$ cat config.mk
export PLATFORM = sky130hd
export DESIGN_NAME = read_control_flat
export DESIGN_NICKNAME = d
export VERILOG_FILES = /design/src/rtl/read_control_pkg.sv /design/src/rtl/read_control_if.sv /design/src/rtl/read_control_bin_to_gray.sv /design/src/rtl/read_control_gray_sync.sv /design/src/rtl/read_control.sv /design/src/flat_wrapper.sv
export SDC_FILE = /design/constraint.sdc
export NUM_CORES = 1
export LEC_CHECK = 0
export CAP_MARGIN = 15
export CELL_PAD_IN_SITES_DETAIL_PLACEMENT = 1
export CELL_PAD_IN_SITES_GLOBAL_PLACEMENT = 1
export CORE_MARGIN = 4
export CORE_UTILIZATION = 37
export CTS_CLUSTER_DIAMETER = 100
export CTS_CLUSTER_SIZE = 16
export DETAILED_ROUTE_END_ITERATION = 16
export PLACE_DENSITY = 0.82
export SYNTH_ARGS = -nofsm -noshare
export SYNTH_HDL_FRONTEND = slang
export SYNTH_SLANG_ARGS = --single-unit
export TNS_END_PERCENT = 1
$ cat constraint.sdc
create_clock -name r_clk_i -period 5.96 [get_ports r_clk_i]
set_input_delay 1.49 -clock r_clk_i [delete_from_list [all_inputs] [get_ports r_clk_i]]
set_output_delay 1.49 -clock r_clk_i [all_outputs]
set_load 0.02 [all_outputs]
$ cat src/rtl/read_control_pkg.sv
// ---------------------------------------------------------------------------
// read_control_pkg
// Shared FIFO defaults used by both the read and write control blocks.
// Ports: none (package).
//   ADD_WIDTH_DEF  : RAM address width; pointers carry one extra wrap bit.
//   AEMPTY_TH_DEF  : almost-empty threshold in words.
// ---------------------------------------------------------------------------
package read_control_pkg;

   localparam int ADD_WIDTH_DEF = 9;
   localparam int AEMPTY_TH_DEF = 4;

endpackage : read_control_pkg

$ cat src/rtl/read_control_if.sv
// ---------------------------------------------------------------------------
// read_control_if
// Groups the read-side consumer handshake, status flags and pointer bus.
// Ports (signals):
//   r_req_i        raw read request from the consumer
//   w_g_addr       write-side Gray pointer (asynchronous to the read clock)
//   r_req_o        qualified RAM read enable
//   r_empty_o      empty flag
//   r_aempty_o     almost-empty flag
//   r_valid_o      RAM read data valid
//   r_underflow_o  sticky underflow error
//   r_level_o      fill level seen from the read side
//   r_addr_bin     binary read pointer (RAM uses the low ADD_WIDTH bits)
//   r_addr_gray    Gray read pointer towards the write side
// Modports: master = consumer/write side, slave = read_control.
// ---------------------------------------------------------------------------
interface read_control_if #(
   parameter int ADD_WIDTH = read_control_pkg::ADD_WIDTH_DEF
);

   logic                 r_req_i;
   logic [ADD_WIDTH:0]   w_g_addr;
   logic                 r_req_o;
   logic                 r_empty_o;
   logic                 r_aempty_o;
   logic                 r_valid_o;
   logic                 r_underflow_o;
   logic [ADD_WIDTH:0]   r_level_o;
   logic [ADD_WIDTH:0]   r_addr_bin;
   logic [ADD_WIDTH:0]   r_addr_gray;

   modport master (
      output r_req_i, w_g_addr,
      input  r_req_o, r_empty_o, r_aempty_o, r_valid_o, r_underflow_o,
             r_level_o, r_addr_bin, r_addr_gray
   );

   modport slave (
      input  r_req_i, w_g_addr,
      output r_req_o, r_empty_o, r_aempty_o, r_valid_o, r_underflow_o,
             r_level_o, r_addr_bin, r_addr_gray
   );

endinterface : read_control_if

$ cat src/rtl/read_control_bin_to_gray.sv
// ---------------------------------------------------------------------------
// bin_to_gray
// Combinational binary-to-Gray converter, shared across the FIFO blocks.
// Ports:
//   bin   binary input  (WIDTH bits)
//   gray  Gray output   (WIDTH bits)
// ---------------------------------------------------------------------------
module bin_to_gray #(
   parameter int WIDTH = 10
) (
   input  logic [WIDTH-1:0] bin,
   output logic [WIDTH-1:0] gray
);

   assign gray = (bin >> 1) ^ bin;

endmodule : bin_to_gray

$ cat src/rtl/read_control_gray_sync.sv
// ---------------------------------------------------------------------------
// gray_sync
// Two-stage synchronizer for a Gray-coded pointer crossing clock domains.
// Used on both FIFO sides (write pointer into read domain and vice versa).
// Ports:
//   clk    destination clock
//   rst_n  asynchronous active-low reset, clears both stages
//   d      Gray pointer from the other domain
//   q      synchronized pointer, two destination edges late
// ---------------------------------------------------------------------------
module gray_sync #(
   parameter int WIDTH = 10
) (
   input  logic             clk,
   input  logic             rst_n,
   input  logic [WIDTH-1:0] d,
   output logic [WIDTH-1:0] q
);

   logic [WIDTH-1:0] stage1;

   // Only one bit of a Gray pointer changes per increment, so a
   // metastable capture resolves to either the old or the new value.
   always_ff @(posedge clk or negedge rst_n) begin
      if (!rst_n) begin
         stage1 <= '0;
         q      <= '0;
      end else begin
         stage1 <= d;
         q      <= stage1;
      end
   end

endmodule : gray_sync

$ cat src/rtl/read_control.sv
// ---------------------------------------------------------------------------
// read_control
// Read-side control of an asynchronous FIFO: qualifies read requests,
// advances the read pointer, and derives empty/almost-empty/level from the
// synchronized write pointer.
// Ports:
//   r_clk_i  read clock (only clock of the block)
//   rst_n_i  asynchronous active-low reset
//   rd       read_control_if.slave bundle (request, flags, pointers)
// Parameters:
//   ADD_WIDTH  RAM address width (pointers are ADD_WIDTH+1 bits)
//   AEMPTY_TH  almost-empty threshold in words
// ---------------------------------------------------------------------------
module read_control
   import read_control_pkg::*;
#(
   parameter int ADD_WIDTH = ADD_WIDTH_DEF,
   parameter int AEMPTY_TH = AEMPTY_TH_DEF
) (
   input  logic           r_clk_i,
   input  logic           rst_n_i,
   read_control_if.slave  rd
);

   localparam int            W          = ADD_WIDTH + 1;
   localparam logic [W-1:0]  AEMPTY_LIM = W'(AEMPTY_TH);

   logic [W-1:0] w_g_sync;
   logic [W-1:0] w_b_sync;
   logic [W-1:0] r_addr_bin_q;
   logic [W-1:0] r_addr_gray_w;
   logic [W-1:0] r_level;
   logic         r_empty;
   logic         r_req;
   logic         r_valid_q;
   logic         r_underflow_q;

   gray_sync #(.WIDTH(W)) u_w_sync (
      .clk   (r_clk_i),
      .rst_n (rst_n_i),
      .d     (rd.w_g_addr),
      .q     (w_g_sync)
   );

   bin_to_gray #(.WIDTH(W)) u_bin_to_gray (
      .bin  (r_addr_bin_q),
      .gray (r_addr_gray_w)
   );

   // Empty compares in the Gray domain so no conversion sits on this path;
   // it is pessimistic because w_g_sync lags the real write pointer.
   assign r_empty = (r_addr_gray_w == w_g_sync);
   assign r_req   = rd.r_req_i & ~r_empty;

   // Gray to binary: bit i is the XOR of all bits from the MSB down to i.
   always_comb begin
      w_b_sync = '0;
      for (int i = 0; i < W; i++) begin
         w_b_sync[i] = ^(w_g_sync >> i);
      end
   end

   assign r_level = w_b_sync - r_addr_bin_q;

   // Pointer advances only on qualified reads; valid is the read enable
   // delayed by the RAM's one-cycle latency; underflow is sticky.
   always_ff @(posedge r_clk_i or negedge rst_n_i) begin
      if (!rst_n_i) begin
         r_addr_bin_q  <= '0;
         r_valid_q     <= 1'b0;
         r_underflow_q <= 1'b0;
      end else begin
         if (r_req) begin
            r_addr_bin_q <= r_addr_bin_q + 1'b1;
         end
         r_valid_q <= r_req;
         if (rd.r_req_i && r_empty) begin
            r_underflow_q <= 1'b1;
         end
      end
   end

   assign rd.r_req_o       = r_req;
   assign rd.r_empty_o     = r_empty;
   assign rd.r_aempty_o    = (r_level <= AEMPTY_LIM);
   assign rd.r_valid_o     = r_valid_q;
   assign rd.r_underflow_o = r_underflow_q;
   assign rd.r_level_o     = r_level;
   assign rd.r_addr_bin    = r_addr_bin_q;
   assign rd.r_addr_gray   = r_addr_gray_w;

endmodule : read_control

$ cat src/flat_wrapper.sv
// flat-port wrapper written by rule: the top's interface ports become plain ports
module read_control_flat import read_control_pkg::*;
#(
   parameter int ADD_WIDTH = ADD_WIDTH_DEF,
   parameter int AEMPTY_TH = AEMPTY_TH_DEF
)
  (r_clk_i, rst_n_i, rd_r_req_i, rd_w_g_addr, rd_r_req_o, rd_r_empty_o, rd_r_aempty_o, rd_r_valid_o, rd_r_underflow_o, rd_r_level_o, rd_r_addr_bin, rd_r_addr_gray);
  read_control_if #(.ADD_WIDTH(ADD_WIDTH)) rd_i ();
  input  logic r_clk_i;
  input  logic rst_n_i;
  input wire logic [$bits(rd_i.r_req_i)-1:0] rd_r_req_i;
  input wire logic [$bits(rd_i.w_g_addr)-1:0] rd_w_g_addr;
  output wire logic [$bits(rd_i.r_req_o)-1:0] rd_r_req_o;
  output wire logic [$bits(rd_i.r_empty_o)-1:0] rd_r_empty_o;
  output wire logic [$bits(rd_i.r_aempty_o)-1:0] rd_r_aempty_o;
  output wire logic [$bits(rd_i.r_valid_o)-1:0] rd_r_valid_o;
  output wire logic [$bits(rd_i.r_underflow_o)-1:0] rd_r_underflow_o;
  output wire logic [$bits(rd_i.r_level_o)-1:0] rd_r_level_o;
  output wire logic [$bits(rd_i.r_addr_bin)-1:0] rd_r_addr_bin;
  output wire logic [$bits(rd_i.r_addr_gray)-1:0] rd_r_addr_gray;
  assign rd_i.r_req_i = rd_r_req_i;
  assign rd_i.w_g_addr = rd_w_g_addr;
  assign rd_r_req_o = rd_i.r_req_o;
  assign rd_r_empty_o = rd_i.r_empty_o;
  assign rd_r_aempty_o = rd_i.r_aempty_o;
  assign rd_r_valid_o = rd_i.r_valid_o;
  assign rd_r_underflow_o = rd_i.r_underflow_o;
  assign rd_r_level_o = rd_i.r_level_o;
  assign rd_r_addr_bin = rd_i.r_addr_bin;
  assign rd_r_addr_gray = rd_i.r_addr_gray;
  read_control #(.ADD_WIDTH(ADD_WIDTH), .AEMPTY_TH(AEMPTY_TH)) u_core (.r_clk_i(r_clk_i), .rst_n_i(rst_n_i), .rd(rd_i));
endmodule
==> impl_metrics.toml, run 1 <==
[status]
status = "complete, no violations"

[clock_network]
numCtsBuffers = 5
worstSkewPairLatency_ps = 280
root_buffer = "clkbuf_8"
cts_buffer_depth = 2
cts_tree = "built"
cts_hold_buf = 0
htreeDepth = 2
cts.sinks = 32
cts.reportedPaths.clkPinSlew_ps = 70

[yosys]
synth_common_cells = "32 x dfrtp_1, 21 x xnor2_1, 17 x ha_1"
yosysSeqAreaShare_pct = 44.2
netlist_top_cells_area = "dfrtp_1 44%, ha_1 12%, xnor2_1 10%, xor2_1 3.9%, inv_1 2.7%"
synth_cells = 158
netlist-cell-type-count = 36
yosysTopAreaCellShare_pct = 44.2
yosysTopAreaCell = "dfrtp_1"
synthesis.area_sq_um = 1810
synth_seq_cells = 32
postSynthAreaPerCell_sq_um = 11.5
syn-num-nets = 189
synth-edff-count = 0
synth-main-ff-cell = "dfrtp_1"
async_flop_share_pct = 100
synth.most_common_cell = "dfrtp_1"
yosysWarnings = 0

[timing]
slew_viol_final = 0
worst_slew_pin_slew_ps = 554
max_slew_margin_pct = 62.9
report.final.hold_viol_count = 0
finClkSkew_ps = 8.39
timing.final.crit_share_pct = 95.6
period_minus_slack_ps = 5700
setup_violations = 0
setup_ws_ps = 264
rsz0062_at_grt = "false"
timing.fmax_ghz = 0.176
whs_ps = 345

[route]
wl_per_cell_microns = 15.0
dr.first_iter.drc_count = 21
drt_wl_total_microns = 4240
routed_via_density = 4.82
post-route-drc-count = 0
antenna_left = 0
drt_first_pass_iters = 4
vias = 1359

[critical_path]
cp-start-kind = "flip-flop"
r2r-start = "u_core.rd.r_addr_bin[8]$_DFFE_PN0P_"
worstPathRequired_ps = 4470
worstSetupEndpointType = "output pin"
r2r_cells = 7
path_max_fanout = 3
worstPathArrival_ps = 4210
path_buf_inv = 2
crit_family = "XOR/XNOR gates"
r2r_end = "u_core.rd.r_addr_bin[9]$_DFFE_PN0P_"
critPathSlowestCell = "or4b_1"
r2r_slack_ps = 3610
slowest_delay_ps = 560
crit_type = "flip-flop to output pin"
crit_top_cell = "xnor2_2"
crit_chain = "xor3_2, xor2_2, xnor2_2, xnor2_2, xnor2_2, buf_4, xor2_1, fa_1, nor2b_1, o31a_1, o31ai_2, a21boi_0, or4b_1, a2111oi_2, buf_2"

[floorplan]
fp.coreArea_sq_um = 4720
die_x_microns = 78.0
die-area_sq_um = 6080
dieHeight_microns = 78.0
pin_count = 48
fp-row-count = 25
initial_utilization_pct = 38.3

[final_layout]
nets = 245
n_fill_cell = 494
area_delta_synth_final_pct = 38.7
diodes = 0
drive_gt1_share_pct = 9.30

[power_and_ir_drop]
power.density_nw_per_um2 = 635
power_mw = 1.59
leakage_nw = 1.12
vdd_drop_max_uv = 334

[min_path]
holdPathStages = 0
hp-class = "flip-flop to flip-flop"
holdPathEnd = "u_core.u_w_sync.q[8]$_DFF_PN0_"
hp-start = "u_core.u_w_sync.stage1[8]$_DFF_PN0_"

[grt]
antenna_found_initial = 0
track_usage_pct = 15.3
grt_max_degree = 33
grt_pass1_vias = 1473
grt-ovfl-total = 0
grt_pass1_wl_microns = 7220

[placement]
io_buffers = 47
globalplace.congestion = 0.755
pre_cts_ws_ps = -6.96
dpl.hpwl_microns = 3350

[job]
max-cap-violations = 0
==> final cells by class <==
class	instances	area (sq um)	share of cell area, %
multi-input combinational	111	953	38.0
timing repair buffer	51	498	19.8
clock inverter	1	30.0	1.20
sequential	32	801	31.9
tap	67	83.8	3.34
clock buffer	7	96.3	3.84
inverter	13	48.8	1.94
==> placed cells by master (no fill, tap or decap), types with 2 or more instances in the layout <==
master | Yosys | layout
xor2_1 | 8 | 8
xnor2_2 | 3 | 3
a21o_1 | 4 | 4
xnor2_1 | 21 | 21
nor2_1 | 4 | 4
buf_4 | 1 | 4
a21oi_1 | 4 | 4
a21boi_0 | 3 | 3
o21a_1 | 3 | 3
inv_1 | 13 | 13
nand4_1 | 2 | 2
dfrtp_1 | 32 | 32
nor2b_1 | 2 | 2
o21ai_0 | 5 | 4
or3_1 | 2 | 2
nand2_1 | 11 | 11
and3_1 | 2 | 2
clkbuf_8 | 0 | 7
ha_1 | 17 | 17
nand3_1 | 4 | 4
clkdlybuf4s50_1 | 0 | 45
==> stage by stage <==
step                      util [%]  instances  area (sq um)  TNS (ps)
final                         53.2        282          2510         0
after global routing          53.2        282          2510         0
after CTS                     53.1        282          2510         0
after detailed placement      50.1        272          2370     -6.96
after global placement        50.1        272          2370         0
after floorplan                  -        158          1810         0
==> sequential cells by signal (all words and copies together) (netlist names) <==
signal	flops
u_core.rd.r_addr_bin	10
u_core.u_w_sync.stage1	10
u_core.u_w_sync.q	10
u_core.rd.r_valid_o	1
u_core.rd.r_underflow_o	1
==> where the power goes <==
group | internal (mW) | total [mW] | switching, mW
sequential | 0.252 | 0.304 | 0.0520
combinational | 0.509 | 1.07 | 0.558
clock | 0.147 | 0.223 | 0.0757
total | 0.908 | 1.59 | 0.686
==> metal layers <==
layer	vias to the layer above	routed length [microns]	track usage, %
met5	-	0	0
met1	670	1910	19.3
met3	4	153	2.55
li1	654	-	-
met2	31	2140	26.3
met4	0	40	5.24
==> timing repair <==
action / in CTS / in global routing
endpoints found under the setup margin: 1 / 2
resized for setup: 1 / 7
pin swaps: 1 / 1
setup buffers: 2 / 0
==> worst max path at each step <==
stage / from / end / slack (ps) / cells after the start
after detailed placement: u_core.u_w_sync.q[7]$_DFF_PN0_ / rd_r_aempty_o / -7 / 15
after floorplan: u_core.u_w_sync.q[9]$_DFF_PN0_ / rd_r_aempty_o / 390 / 14
after global routing: u_core.u_w_sync.q[9]$_DFF_PN0_ / rd_r_aempty_o / 10 / 15
after CTS: u_core.u_w_sync.q[7]$_DFF_PN0_ / rd_r_aempty_o / 60 / 15
after global placement: u_core.u_w_sync.q[7]$_DFF_PN0_ / rd_r_aempty_o / 70 / 15
final: u_core.u_w_sync.q[7]$_DFF_PN0_ / rd_r_aempty_o / 260 / 15
==> kinds of logic (layout without fill, tap and decap cells) <==
family,count (synthesis),count (layout),synth area share [%]
XOR/XNOR,35,35,20.2
flip-flops,32,32,44.2
AND/OR/NAND/NOR,32,32,8.98
AO/OA/AOI/OAI,26,26,10.3
adder cells (fa/ha/maj),18,18,12.9
buffers and inverters,15,72,3.39
(Power assumes the default switching activity.)
==> inputs of run 2 (changes only) <==
--- a/config.mk
+++ b/config.mk
@@ -13,6 +13,7 @@
 export CTS_CLUSTER_DIAMETER = 100
 export CTS_CLUSTER_SIZE = 16
 export DETAILED_ROUTE_END_ITERATION = 16
+export HOLD_SLACK_MARGIN = 0.08
 export PLACE_DENSITY = 0.82
 export SYNTH_ARGS = -nofsm -noshare
 export SYNTH_HDL_FRONTEND = slang
==> results of run 2 <==
Same layout as run 1: the final DEF is identical, and so are final timing and power.
